==> src/rtl/lsu_pkg.sv <==
// rtl/lsu_pkg.sv - shared constants and types for the load/store unit
//
// Purpose: RV32I funct3 width/sign codes, LSU FSM state encoding and the
// byte-lane count used by load_store_unit and lsu_align.
// Ports: none (package).
package lsu_pkg;

  localparam int NUM_LANES = 4;

  localparam logic [2:0] F3_B  = 3'b000;
  localparam logic [2:0] F3_H  = 3'b001;
  localparam logic [2:0] F3_W  = 3'b010;
  localparam logic [2:0] F3_BU = 3'b100;
  localparam logic [2:0] F3_HU = 3'b101;

  typedef enum logic [1:0] {
    S_IDLE = 2'd0,
    S_REQ  = 2'd1,
    S_WAIT = 2'd2,
    S_DONE = 2'd3
  } lsu_state_e;

endpackage

==> src/rtl/lsu_align.sv <==
// rtl/lsu_align.sv - byte-lane steering, fault flags and load extraction
//
// Purpose: purely combinational helper for load_store_unit. From funct3 and
// the low address bits it derives byte enables, lane-replicated write data,
// illegal/misaligned flags and the extended load result.
// Build option: LSU_MISALIGN_CHECK_EN enables misalignment faults; without it
// the offset is forced to natural alignment instead.
// Ports:
//   is_store_i    1 = store, 0 = load
//   funct3_i      RV32I width/sign code
//   offset_i      addr[1:0]
//   store_data_i  rs2 value
//   rdata_i       raw memory word
//   be_o          byte enables
//   wdata_o       lane-replicated store data (0 for loads)
//   illegal_o     funct3 not valid for this access type
//   misalign_o    offset not naturally aligned (check builds only)
//   load_data_o   sign/zero-extended load result
module lsu_align
  import lsu_pkg::*;
(
  input  logic                 is_store_i,
  input  logic [2:0]           funct3_i,
  input  logic [1:0]           offset_i,
  input  logic [31:0]          store_data_i,
  input  logic [31:0]          rdata_i,
  output logic [NUM_LANES-1:0] be_o,
  output logic [31:0]          wdata_o,
  output logic                 illegal_o,
  output logic                 misalign_o,
  output logic [31:0]          load_data_o
);

  logic        is_half;
  logic        is_word;
  logic [1:0]  eff_off;
  logic [31:0] shifted;

  assign is_half = (funct3_i[1:0] == 2'b01);
  assign is_word = (funct3_i[1:0] == 2'b10);

`ifdef LSU_MISALIGN_CHECK_EN
  assign misalign_o = (is_half & offset_i[0]) | (is_word & (offset_i != 2'b00));
  assign eff_off    = offset_i;
`else
  // No alignment fault: drop the offset bits below the access size.
  assign misalign_o = 1'b0;
  assign eff_off    = is_word ? 2'b00 : (is_half ? {offset_i[1], 1'b0} : offset_i);
`endif

  always_comb begin
    illegal_o = 1'b0;
    if (is_store_i) begin
      illegal_o = !(funct3_i inside {F3_B, F3_H, F3_W});
    end else begin
      illegal_o = !(funct3_i inside {F3_B, F3_H, F3_W, F3_BU, F3_HU});
    end
  end

  always_comb begin
    be_o    = 4'b1111;
    wdata_o = '0;
    if (is_store_i) begin
      case (funct3_i)
        F3_B: begin
          be_o    = 4'b0001 << eff_off;
          wdata_o = {4{store_data_i[7:0]}};
        end
        F3_H: begin
          be_o    = 4'b0011 << {eff_off[1], 1'b0};
          wdata_o = {2{store_data_i[15:0]}};
        end
        F3_W: begin
          be_o    = 4'b1111;
          wdata_o = store_data_i;
        end
        default: ;
      endcase
    end
  end

  // Bring the addressed byte/halfword down to lane 0 before extending.
  assign shifted = rdata_i >> {eff_off, 3'b000};

  always_comb begin
    load_data_o = '0;
    case (funct3_i)
      F3_B:    load_data_o = {{24{shifted[7]}}, shifted[7:0]};
      F3_H:    load_data_o = {{16{shifted[15]}}, shifted[15:0]};
      F3_W:    load_data_o = rdata_i;
      F3_BU:   load_data_o = {24'b0, shifted[7:0]};
      F3_HU:   load_data_o = {16'b0, shifted[15:0]};
      default: load_data_o = '0;
    endcase
  end

endmodule

==> src/rtl/load_store_unit.sv <==
// rtl/load_store_unit.sv - multi-cycle RV32I load/store unit
//
// Purpose: accepts one load/store from execute, runs a req/gnt/rvalid
// transaction on data memory and returns extended load data with a one-cycle
// rsp_valid pulse. stall is high whenever the unit is not idle.
// Build option: LSU_MISALIGN_CHECK_EN (see lsu_align).
// Ports:
//   clk, rst                       clock, synchronous active-low reset
//   req_valid/req_ready            request handshake from execute
//   is_store, funct3, addr,
//   store_data                     request payload
//   mem_req/mem_we/mem_addr/
//   mem_be/mem_wdata               memory request, held until mem_gnt
//   mem_gnt, mem_rvalid, mem_rdata memory grant and response
//   rsp_valid, load_data, fault    completion pulse and result
//   stall                          core hold while busy
module load_store_unit
  import lsu_pkg::*;
#(
  parameter int ADDR_W = 32,
  parameter int DATA_W = 32
) (
  input  logic                 clk,
  input  logic                 rst,
  input  logic                 req_valid,
  output logic                 req_ready,
  input  logic                 is_store,
  input  logic [2:0]           funct3,
  input  logic [ADDR_W-1:0]    addr,
  input  logic [DATA_W-1:0]    store_data,
  output logic                 mem_req,
  output logic                 mem_we,
  output logic [ADDR_W-1:0]    mem_addr,
  output logic [NUM_LANES-1:0] mem_be,
  output logic [DATA_W-1:0]    mem_wdata,
  input  logic                 mem_gnt,
  input  logic                 mem_rvalid,
  input  logic [DATA_W-1:0]    mem_rdata,
  output logic                 rsp_valid,
  output logic [DATA_W-1:0]    load_data,
  output logic                 fault,
  output logic                 stall
);

  lsu_state_e           state_q;
  logic                 is_store_q;
  logic [2:0]           funct3_q;
  logic [1:0]           off_q;
  logic                 mem_req_q;
  logic                 mem_we_q;
  logic [ADDR_W-1:0]    mem_addr_q;
  logic [NUM_LANES-1:0] mem_be_q;
  logic [DATA_W-1:0]    mem_wdata_q;
  logic                 rsp_valid_q;
  logic [DATA_W-1:0]    load_data_q;
  logic                 fault_q;
  logic                 stall_q;

  logic                 idle;
  logic                 al_is_store;
  logic [2:0]           al_funct3;
  logic [1:0]           al_off;
  logic [NUM_LANES-1:0] al_be;
  logic [DATA_W-1:0]    al_wdata;
  logic                 al_illegal;
  logic                 al_misalign;
  logic [DATA_W-1:0]    al_load;
  logic [DATA_W-1:0]    rsp_data;

  assign idle      = (state_q == S_IDLE);
  assign req_ready = idle & rst;

  // One aligner serves both phases: live request fields while idle (lanes
  // and fault check), latched fields while busy (load extraction).
  assign al_is_store = idle ? is_store   : is_store_q;
  assign al_funct3   = idle ? funct3     : funct3_q;
  assign al_off      = idle ? addr[1:0]  : off_q;

  lsu_align u_align (
    .is_store_i   (al_is_store),
    .funct3_i     (al_funct3),
    .offset_i     (al_off),
    .store_data_i (store_data),
    .rdata_i      (mem_rdata),
    .be_o         (al_be),
    .wdata_o      (al_wdata),
    .illegal_o    (al_illegal),
    .misalign_o   (al_misalign),
    .load_data_o  (al_load)
  );

  assign rsp_data = is_store_q ? '0 : al_load;

  always_ff @(posedge clk) begin
    if (!rst) begin
      state_q     <= S_IDLE;
      is_store_q  <= 1'b0;
      funct3_q    <= '0;
      off_q       <= '0;
      mem_req_q   <= 1'b0;
      mem_we_q    <= 1'b0;
      mem_addr_q  <= '0;
      mem_be_q    <= '0;
      mem_wdata_q <= '0;
      rsp_valid_q <= 1'b0;
      load_data_q <= '0;
      fault_q     <= 1'b0;
      stall_q     <= 1'b0;
    end else begin
      case (state_q)
        S_IDLE: begin
          if (req_valid) begin
            is_store_q <= is_store;
            funct3_q   <= funct3;
            off_q      <= addr[1:0];
            stall_q    <= 1'b1;
            if (al_illegal | al_misalign) begin
              state_q     <= S_DONE;
              rsp_valid_q <= 1'b1;
              fault_q     <= 1'b1;
              load_data_q <= '0;
            end else begin
              state_q     <= S_REQ;
              mem_req_q   <= 1'b1;
              mem_we_q    <= is_store;
              mem_addr_q  <= {addr[ADDR_W-1:2], 2'b00};
              mem_be_q    <= al_be;
              mem_wdata_q <= al_wdata;
            end
          end
        end
        S_REQ: begin
          // rvalid without a grant is not a response to this request.
          if (mem_gnt) begin
            mem_req_q   <= 1'b0;
            mem_we_q    <= 1'b0;
            mem_addr_q  <= '0;
            mem_be_q    <= '0;
            mem_wdata_q <= '0;
            if (mem_rvalid) begin
              state_q     <= S_DONE;
              rsp_valid_q <= 1'b1;
              fault_q     <= 1'b0;
              load_data_q <= rsp_data;
            end else begin
              state_q <= S_WAIT;
            end
          end
        end
        S_WAIT: begin
          if (mem_rvalid) begin
            state_q     <= S_DONE;
            rsp_valid_q <= 1'b1;
            fault_q     <= 1'b0;
            load_data_q <= rsp_data;
          end
        end
        S_DONE: begin
          state_q     <= S_IDLE;
          rsp_valid_q <= 1'b0;
          stall_q     <= 1'b0;
        end
        default: state_q <= S_IDLE;
      endcase
    end
  end

  assign mem_req   = mem_req_q;
  assign mem_we    = mem_we_q;
  assign mem_addr  = mem_addr_q;
  assign mem_be    = mem_be_q;
  assign mem_wdata = mem_wdata_q;
  assign rsp_valid = rsp_valid_q;
  assign load_data = load_data_q;
  assign fault     = fault_q;
  assign stall     = stall_q;

endmodule

==> config.mk <==
export PLATFORM = sky130hd
export DESIGN_NAME = load_store_unit
export DESIGN_NICKNAME = d
export VERILOG_FILES = /design/src/rtl/lsu_pkg.sv /design/src/rtl/lsu_align.sv /design/src/rtl/load_store_unit.sv
export SDC_FILE = /design/constraint.sdc
export NUM_CORES = 1
export LEC_CHECK = 0
export BUFFER_PORTS_ARGS = -buffer_cell sky130_fd_sc_hd__clkbuf_2
export CORE_MARGIN = 2
export CORE_UTILIZATION = 45
export CTS_CLUSTER_DIAMETER = 200
export DETAILED_ROUTE_END_ITERATION = 8
export PLACE_DENSITY = 0.71
export SETUP_SLACK_MARGIN = 0.3
export SLEW_MARGIN = 20
export SYNTH_ARGS = -nofsm -noshare
export SYNTH_HDL_FRONTEND = slang
export SYNTH_SLANG_ARGS = --single-unit
==> constraint.sdc <==
create_clock -name clk -period 5.1 [get_ports clk]
set_input_delay 1.02 -clock clk [delete_from_list [all_inputs] [get_ports clk]]
set_output_delay 1.02 -clock clk [all_outputs]
set_load 0.01 [all_outputs]
# Yosys cells after proc, flatten, opt, wreduce, memory -nomap -nowiden
# Cells that the tools add are included.
dict set report totals {
  ff_bits 113
  in_bits 105
  out_inout_bits 106
  wordCells 97
}
dict set report classes {
  n_eq_ne 14
  n_shift 3
  n_mux 51
  n_bitwise 1
  n_reduce_logical 15
}
# cell count
set op_table {}
lappend op_table {{2-to-1 mux 32 bit} 11}
lappend op_table {{one-hot mux 32 bit (3 select lines)} 2}
lappend op_table {{one-hot mux 32 bit (5 select lines)} 1}
lappend op_table {{one-hot mux 32 bit (2 select lines)} 2}
lappend op_table {{right shift 32 x 5 -> 16 bit} 1}
lappend op_table {{2-to-1 mux 1 bit} 16}
lappend op_table {{2-to-1 mux 4 bit} 4}
lappend op_table {{one-hot mux 4 bit (2 select lines)} 2}
lappend op_table {{2-to-1 mux 2 bit} 6}
lappend op_table {{inequality test 2 bit (second input constant)} 4}
lappend op_table {{one-hot mux 2 bit (4 select lines)} 1}
lappend op_table {{AND reduction 4 bit} 2}
lappend op_table {{equality test 2 bit (second input constant)} 3}
lappend op_table {{equality test 3 bit (second input constant)} 2}
lappend op_table {{one-hot mux 1 bit (2 select lines)} 3}
lappend op_table {{AND reduction 3 bit} 2}
lappend op_table {{nonzero test 3 bit} 2}
lappend op_table {{nonzero test 5 bit} 1}
lappend op_table {{equality test 2 x 1 -> 1 bit (second input constant)} 2}
lappend op_table {{one-hot mux 1 bit (4 select lines)} 1}
lappend op_table {{AND reduction 2 bit} 2}
lappend op_table {{nonzero test 2 bit} 2}
lappend op_table {{<< shifter 1 x 2 -> 4 bit (first input constant)} 1}
lappend op_table {{<< shifter 2 x 2 -> 4 bit (first input constant)} 1}
lappend op_table {{other kinds (9)} 10}

# Longest topological paths before layout
# Gate-level depths: netlist (run 1).
dict set report depth {
  depth_word 11
  mapped_depth 11
  depth_no_buf 8
}

# Cells and area by module
# From an unflattened synthesis (run 1), not the netlist that was laid out.
dict set report unflattened {
  cells_unflattened 735
  area_unflattened_um2 5736.8
}
# module n_inst cells_per_inst area_each_um2 seq_area_each_um2
set by_module_without_submodules {}
lappend by_module_without_submodules {load_store_unit 1 521 4381.7 2222.1}
lappend by_module_without_submodules {lsu_align 1 214 1355.0 0.0}

# Worst setup path before layout (run 1)
# No wires, ideal clock.
dict set report synth_timing {
  path_kind {input to register}
  start {input port funct3[0]}
  end {register load_data_q[7], in the netlist load_data[7]}
  setup_time_ns 0.133
  arrival_ns 2.463
  required_ns 4.967
  setup_slack_ns 2.503
  stages 8
  cell_sequence {buf_2 > a21oi_1 > o21a_1 > or3_1 > buf_2 > buf_6 > a222oi_1 > nor3_1}
}
dict set report synth_between {
  elab_chain_len 10
}
# element line
set synth_rtl {}
lappend synth_rtl {{start: declaration} load_store_unit.sv:28} ;# input logic [2:0] funct3,
lappend synth_rtl {{2-to-1 mux 3 bit *} load_store_unit.sv:76} ;# assign al_funct3 = idle ? funct3 : funct3_q;
lappend synth_rtl {{equality test 2 x 1 -> 1 bit} lsu_align.sv:39} ;# assign is_half = (funct3_i[1:0] == 2'b01);
lappend synth_rtl {{2-to-1 mux 1 bit} lsu_align.sv:48} ;# assign eff_off = is_word ? 2'b00 : (is_half ? {offset_i[1], 1'b0} : offset_i);
lappend synth_rtl {{2-to-1 mux 2 bit} lsu_align.sv:48}
lappend synth_rtl {{right shift 32 x 5 -> 16 bit} lsu_align.sv:83} ;# assign shifted = rdata_i >> {eff_off, 3'b000};
lappend synth_rtl {{one-hot mux 32 bit (5 select lines)} lsu_align.sv:87} ;# case (funct3_i)
lappend synth_rtl {{2-to-1 mux 32 bit} load_store_unit.sv:92} ;# assign rsp_data = is_store_q ? '0 : al_load;
lappend synth_rtl {{2-to-1 mux 32 bit} {load_store_unit.sv:140, load_store_unit.sv:151}}
lappend synth_rtl {{2-to-1 mux 32 bit} load_store_unit.sv:134} ;# if (mem_gnt) begin
lappend synth_rtl {{one-hot mux 32 bit (3 select lines)} load_store_unit.sv:110} ;# case (state_q)
lappend synth_rtl {{end signal: assignment} load_store_unit.sv:144} ;# load_data_q <= rsp_data;
lappend synth_rtl {{end signal: assignment} load_store_unit.sv:155} ;# load_data_q <= rsp_data;
lappend synth_rtl {{end: declaration} load_store_unit.sv:55} ;# logic [DATA_W-1:0] load_data_q;
# Mark *: on every way between the ends. The rest lies on a longest branch, timed or not. The select of a mux whose other input is x is not followed.
# A chain may end at the register's enable or synchronous reset.

# Final worst setup path (run 1)
dict set report layout_timing {
  start {register state_q[0]}
  end {register load_data_q[20], in the netlist load_data[20]}
}
dict set report layout_between {
  elab_chain_len 11
}
# element line
set layout_rtl {}
lappend layout_rtl {{start: declaration} load_store_unit.sv:45} ;# lsu_state_e state_q;
lappend layout_rtl {{start signal: assignment} load_store_unit.sv:96} ;# state_q <= S_IDLE;
lappend layout_rtl {{start signal: assignment} load_store_unit.sv:118} ;# state_q <= S_DONE;
lappend layout_rtl {{start signal: assignment} load_store_unit.sv:123} ;# state_q <= S_REQ;
lappend layout_rtl {{zero test 2 bit} {load_store_unit.sv:70, load_store_unit.sv:110}}
lappend layout_rtl {{2-to-1 mux 3 bit} load_store_unit.sv:76}
lappend layout_rtl {{equality test 2 x 1 -> 1 bit} lsu_align.sv:39}
lappend layout_rtl {{2-to-1 mux 1 bit} lsu_align.sv:48}
lappend layout_rtl {{2-to-1 mux 2 bit} lsu_align.sv:48}
lappend layout_rtl {{right shift 32 x 5 -> 16 bit} lsu_align.sv:83}
lappend layout_rtl {{one-hot mux 32 bit (5 select lines)} lsu_align.sv:87}
lappend layout_rtl {{2-to-1 mux 32 bit} load_store_unit.sv:92}
lappend layout_rtl {{2-to-1 mux 32 bit} {load_store_unit.sv:140, load_store_unit.sv:151}}
lappend layout_rtl {{2-to-1 mux 32 bit} load_store_unit.sv:134}
lappend layout_rtl {{one-hot mux 32 bit (3 select lines)} load_store_unit.sv:110}
# Several ways; a longest one is shown, not always the timed one. The select of a mux whose other input is x is not followed.

==> results of run 1 <==
logic make-up after synthesis:
family                     share of synthesized area (%)
AOI/OAI and AO/OA                                   30.9
other                                             0.0677
and+or+nand+nor                                     18.2
muxes                                               3.41
buffers and inverters                               6.35
adders and majority gates                          0.904
DFF                                                 40.1
registers in the layout, summed over array words and instances, names as in the netlist, 2 cells and up:
register / count
funct3_q: 3
state_q: 2
mem_wdata: 32
mem_addr: 30
mem_be: 4
load_data: 32
off_q: 2
how the worst max path moves through the flow:
stage | start | to | slack (ns)
floorplan | funct3[0] | load_data[7] | 2.50
global placement | state_q[1] | load_data[30] | 1.81
detailed placement | state_q[1] | load_data[30] | 1.58
CTS | state_q[1] | load_data[30] | 1.57
global route | state_q[0] | load_data[20] | 1.53
finish | state_q[0] | load_data[20] | 1.76
power by group through the flow:
stage | sequential [uW] | combinational (uW) | clock, uW
after floorplan | 1150 | 1190 | 0
after detailed placement | 1100 | 1620 | 0
after global placement | 1100 | 1580 | 0
after global routing | 1100 | 1830 | 722
final | 1090 | 1670 | 678
after CTS | 1090 | 1630 | 686
metrics by stage:
| stage | hold WS (ns) | cell area [um2] | power, uW |
|---|---|---|---|
| after detailed placement | 0.443 | 6500 | 2730 |
| final | 0.451 | 6810 | 3430 |
| after floorplan | 0.445 | 5540 | 2340 |
| after CTS | 0.453 | 6780 | 3400 |
| after global routing | 0.467 | 6810 | 3660 |
| after global placement | 0.439 | 6500 | 2680 |
synthesized netlist by cell type (all sizes together), types with 5 or more instances:
cell type / instances / area, um2
o21a: 5 / 45.0
nand3b: 33 / 248
a22oi: 51 / 383
a31oi: 6 / 37.5
o21ai: 39 / 195
buf: 34 / 216
nand3: 13 / 65.1
nand2: 75 / 289
a22o: 16 / 140
a32o: 5 / 51.3
nor3: 5 / 25.0
dfxtp: 111 / 2220
nor2: 54 / 205
nand2b: 10 / 62.6
mux2i: 14 / 148
inv: 7 / 26.3
clkbuf: 29 / 109
a311oi: 21 / 190
a211oi: 9 / 72.6
a21oi: 75 / 375
cells in the final DEF, fill, tap and decap left out, types with 9 or more instances in the layout:
cell         n
nand3_1     13
clkbuf_2   208
mux2i_1     12
clkbuf_16    9
dfxtp_1    111
nand2b_1    10
a22o_1      16
a22oi_1     51
a311oi_1    20
nor2_1      53
a21oi_1     75
nand2_1     72
o21ai_0     36
nand3b_1    33
cell type report:
cell class | count | area [um2]
inverter | 7 | 27.5
timing repair buffer | 215 | 1110
tap | 147 | 184
sequential | 111 | 2220
clock inverter | 3 | 27.5
clock buffer | 13 | 250
fill | 1099 | 5200
multi-input combinational | 479 | 2990
worst max-delay path, stage by stage, from the launching register on:
cell,delay [ns]
dfxtp_1,0.34
inv_1,0.13
ha_1,0.64
buf_4,0.38
nand2b_1,0.17
nand2_1,0.25
nor2_2,0.49
nand2_2,0.45
a311oi_1,0.35
routing by layer:
layer | global-route usage, % | up-vias | wire length (um)
li1 | - | 2750 | -
met1 | 33.1 | 2749 | 7340
met2 | 38.8 | 271 | 7850
met3 | 7.38 | 36 | 1500
met4 | 9.24 | 0 | 460
met5 | 0 | - | 0
==> metrics.md, run 1 <==
| Metric | Value |
|---|---|
| WL per Instance | 17.6 um |
| Clock root cell | clkbuf_16 |
| Clock share of power | 19.7% |
| Pwr dens | 504 mW/mm2 |
| Net Sw Frac | 43.2% |
| Worst Hold End | mem_addr[31] |
| Final setup viols | 0 |
| Cells on worst reg2reg path | 8 |
| WP data required | 5.34 ns |
| CTS hold repair buffers | 0 |
| Hold path startpoint | mem_addr[31] |
| Max-cap violations | 0 |
| Cells after Synth | 659 |
| # H-tree levels | 3 |
| Internal power | 1950 uW |
| Clock buffer depth | 2 |
| Setup ws final | 1.76 ns |
| Io pins | 211 |
| Initial antenna violation count | 0 |
| Async S/R FF share, synth | 0% |
| Final period util | 65.5% |
| Clock transition at path regs | 0.07 ns |
| Share of cells above drive strength 1 | 30.2% |
| Crit path max fanout | 24 |
| Post-CTS Setup Bufs | 0 |
| Row cnt | 40 |
| Antenna cells | 0 |
| Starting density of the core | 46.1% |
| Critical Path AT | 3.58 ns |
| RSZ-0062 raised after global routing | no |
| Post-CTS sizing | 0 |
| Clock Latency Late Sink | 0.36 ns |
| Max-slew headroom | 33.8% |
| Finished Layout Cells | 975 |
| Overflow after GRT | 0 |
| Remaining DRCs | 0 |
| Crit Path Class | register to register |
| Setup WS pre-CTS | 1.58 ns |
| Mapped Area | 0.00554 mm2 |
| Die span in x | 115 um |
| Clk sinks | 111 |
| CP endpoint kind | register |
| Reg2Reg Setup Slack | 1.76 ns |
| Reg power frac | 31.6% |
| Yosys warns | 0 |
| Vias | 5,806 |
| Flops & latches, synth | 111 |
| Num CTS Buffers | 9 |
| Setup TNS | 0 ns |
| Worst Hold Class | register to register |
| Layout Skew | 0.00566 ns |
| Iter 0 DRT Violations | 542 |
| Final nets | 932 |
| First-pass GRT wire length | 26,400 um |
| GPL Wtd Cong | 0.877 |
| Dpl hpwl | 12,300 um |
| Distinct cells, synth | 57 |
| Worst hold path cell count | 2 |
| Die Y | 115 um |
| Outcome | completed |
| FF-to-FF Start | state_q[0] |
| Worst IR Drop VDD | 271 uV |
| Comb pwr share | 48.6% |
| Area grow syn2layout | 23.1% |
| CTS tree | built |
| Pin count of the biggest net entering global routing | 65 |
| Vias per Instance | 5.95 |
| Vias in the first global route | 5,167 |
| PortBufs | 208 |
| Fmax | 299 MHz |
| Area of the die | 0.0132 mm2 |
| Startpoint Class | register |
| Final min period | 3.34 ns |
| Main flop type after synthesis | dfxtp_1 |
| Sequential-to-total area share from yosys stat | 40.1% |
| Worst-margin pin slew | 0.993 ns |
| EDFF count, synth | 0 |
| Max Slew Vio Count | 0 |
| Core footprint | 0.0120 mm2 |
| 1st-pass router iterations | 5 |
| ANT nets after route | 0 |
| Total leakage power | 0.00282 uW |
| Final Hold Viols | 0 |
| Syn_area_per_cell | 8.40 um2 |
| NetSw | 1480 uW |
| GRT Util Overall | 25.0% |
| Core Util, Final | 56.7% |
| Placed cells | 958 |
| WL final | 17,100 um |
| RR Endpoint | load_data[20] |
(Power assumes the default switching activity.)
==> inputs of run 2 (changes only) <==
Clock period 5.1 ns to 3.4 ns, I/O delays scaled along.
==> run 2 against run 1 <==
Effect of this change:
- via count rose by 0.24%
- combinational power grew 51%
- global-route usage is 0.36 points higher
- clock skew is 0.0020 ns higher
- sequential power grew 50%
- critical path depth is 1 higher
- flip-flop and latch count stayed put
- largest cell class unchanged
==> metrics.md, run 2 (synthesized netlist as in run 1, its figures left out) <==
| Metric | Value |
|---|---|
| ANT nets after route | 0 (unchanged) |
| Core footprint | 0.0120 mm2 (unchanged) |
| FILL cells | 1,124 (+2.3%) |
| PortBufs | 208 (unchanged) |
| Pin count of the biggest net entering global routing | 62 (-4.6%) |
| Worst Hold Class | register to register |
| Worst path max stage delay | 0.39 ns (-0.25 ns) |
| WP data required | 3.64 ns (-1.70 ns) |
| Clock root cell | clkbuf_16 |
| Clock Latency Late Sink | 0.35 ns (about the same) |
| Clock transition at path regs | 0.07 ns (about the same) |
| GPL Wtd Cong | 0.883 (+0.76%) |
| Die Y | 115 um (unchanged) |
| Num CTS Buffers | 9 (unchanged) |
| Setup TNS | 0 ns (unchanged) |
| Dpl hpwl | 12,700 um (+3.1%) |
| Vias | 5,820 (+0.24%) |
| Die span in x | 115 um (unchanged) |
| Worst-path cell chain | inv_1, ha_1, buf_4, nor2b_1, a32o_2, o21a_4, o221ai_2, nand2_2, a311oi_1 |
| Clock buffer depth | 2 (unchanged) |
| Final setup viols | 0 (unchanged) |
| Final nets | 935 (+0.32%) |
| Fmax | 344 MHz (+15%) |
| # H-tree levels | 3 (unchanged) |
| Commonest non-fill, non-tap cell in the layout | clkbuf_2 |
| RSZ-0062 raised after global routing | no |
| Crit path max fanout | 35 (+46%) |
| Row cnt | 40 (unchanged) |
| CTS hold repair buffers | 0 (unchanged) |
| Initial antenna violation count | 0 (unchanged) |
| Max-cap violations | 0 (unchanged) |
| Layout Skew | 0.00770 ns (+0.00204 ns) |
| Core Util, Final | 57.2% (+0.51 points) |
| Max Slew Vio Count | 0 (unchanged) |
| CP max-delay cell | buf_4 |
| Leading cell types in the layout, fill and taps excluded | clkbuf_2, dfxtp_1, a21oi_1 |
| Critical Path AT | 3.15 ns (-0.43 ns) |
| Final period util | 85.4% (+20 points) |
| CTS tree | built |
| WL final | 17,300 um (+1.2%) |
| Vias in the first global route | 5,251 (+1.6%) |
| First-pass GRT wire length | 26,800 um (+1.4%) |
| Antenna cells | 0 (unchanged) |
| Area grow syn2layout | 24.2% |
| WL per Instance | 17.8 um (+0.99%) |
| Max-slew headroom | 33.5% (-0.37 points) |
| Clk sinks | 111 (unchanged) |
| CP endpoint kind | register |
| GRT Util Overall | 25.4% (+0.36 points) |
| Io pins | 211 (unchanged) |
| Register area | 0.00222 mm2 (unchanged) |
| Outcome | completed |
| Area of the die | 0.0132 mm2 (unchanged) |
| Starting density of the core | 46.1% (unchanged) |
| Overflow after GRT | 0 (unchanged) |
| Pwr dens | 756 mW/mm2 (+50%) |
| Cells on worst reg2reg path | 9 (+1) |
| Final Hold Viols | 0 (unchanged) |
| Worst-margin pin slew | 0.993 ns (+0.000715 ns) |
| Worst IR Drop VDD | 457 uV (+69%) |
| Crit Path Class | register to register |
| Final min period | 2.91 ns (-0.435 ns) |
| Remaining DRCs | 0 (unchanged) |
| Worst hold path cell count | 2 (unchanged) |
| Total leakage power | 0.00285 uW (+0.97%) |
| Startpoint Class | register |
| Share of cells above drive strength 1 | 30.5% (+0.29 points) |
| 1st-pass router iterations | 6 (+1) |
| Iter 0 DRT Violations | 597 (+10%) |
| Footprint of the multi-input gates | 0.00300 mm2 (+0.29%) |
| Vias per Instance | 5.96 (about the same) |
run 2: cell count changes in the layout (fill, tap and decap cells not counted), sizes merged:
cell,before,now
buf,7,10
clkinv,2,1
inv,7,8
clkbuf,221,220
run 2: cell type report:
| cell class | count | share of cell area, % |
|---|---|---|
| Multi-Input combinational cell | 479 | 43.6 |
| Clock buffer | 12 | 3.88 |
| Tap cell | 147 | 2.68 |
| Sequential cell | 111 | 32.3 |
| Inverter | 7 | 0.382 |
| Timing Repair Buffer | 218 | 16.8 |
| Clock inverter | 3 | 0.364 |
run 2: path summary, 6_finish.rpt:
check,from,endpoint,slack (ns)
worst min-delay path,mem_addr[6],mem_addr[6],0.45
worst max register to register,state_q[0],load_data[27],0.49
worst max-delay path,state_q[0],load_data[27],0.49
worst min register to register,mem_addr[6],mem_addr[6],0.45
run 2: per-stage QoR:
stage               cell area [um2]  total power, uW  instances  hold WS (ns)  worst slack (ns)
CTS                            6860             5180        977         0.455             0.490
global placement               6570             4080        962         0.438             0.601
floorplan                      5540             3520        660         0.445              1.14
detailed placement             6570             4150        962         0.445             0.518
finish                         6870             5200        977         0.454             0.495
global route                   6870             5530        977         0.476             0.307
run 2: worst max-delay path, delay by kind of cell, from the launching register on:
family	cells	cell delay, ns
AND/OR/NAND/NOR	2	0.44
buffers and inverters	2	0.51
AO/OA/AOI/OAI	4	1.25
adder cells (fa/ha/maj)	1	0.25
flip-flops	1	0.33
run 2: repair_timing:
action | in CTS | in global routing
buffers inserted | 0 | 0
setup endpoints to repair | 0 | 16
resized for setup | 0 | 2
run 2: layer usage:
layer,share of wire (%),track usage [%]
met1,42,34.2
met2,45,39.0
met3,9.4,6.01
met4,3.3,11.0
met5,0,0
run 2: power breakdown:
part	internal (uW)	switching, uW
Sequential	1510	128
Clock	558	473
Combinational	905	1630
Total	2970	2230
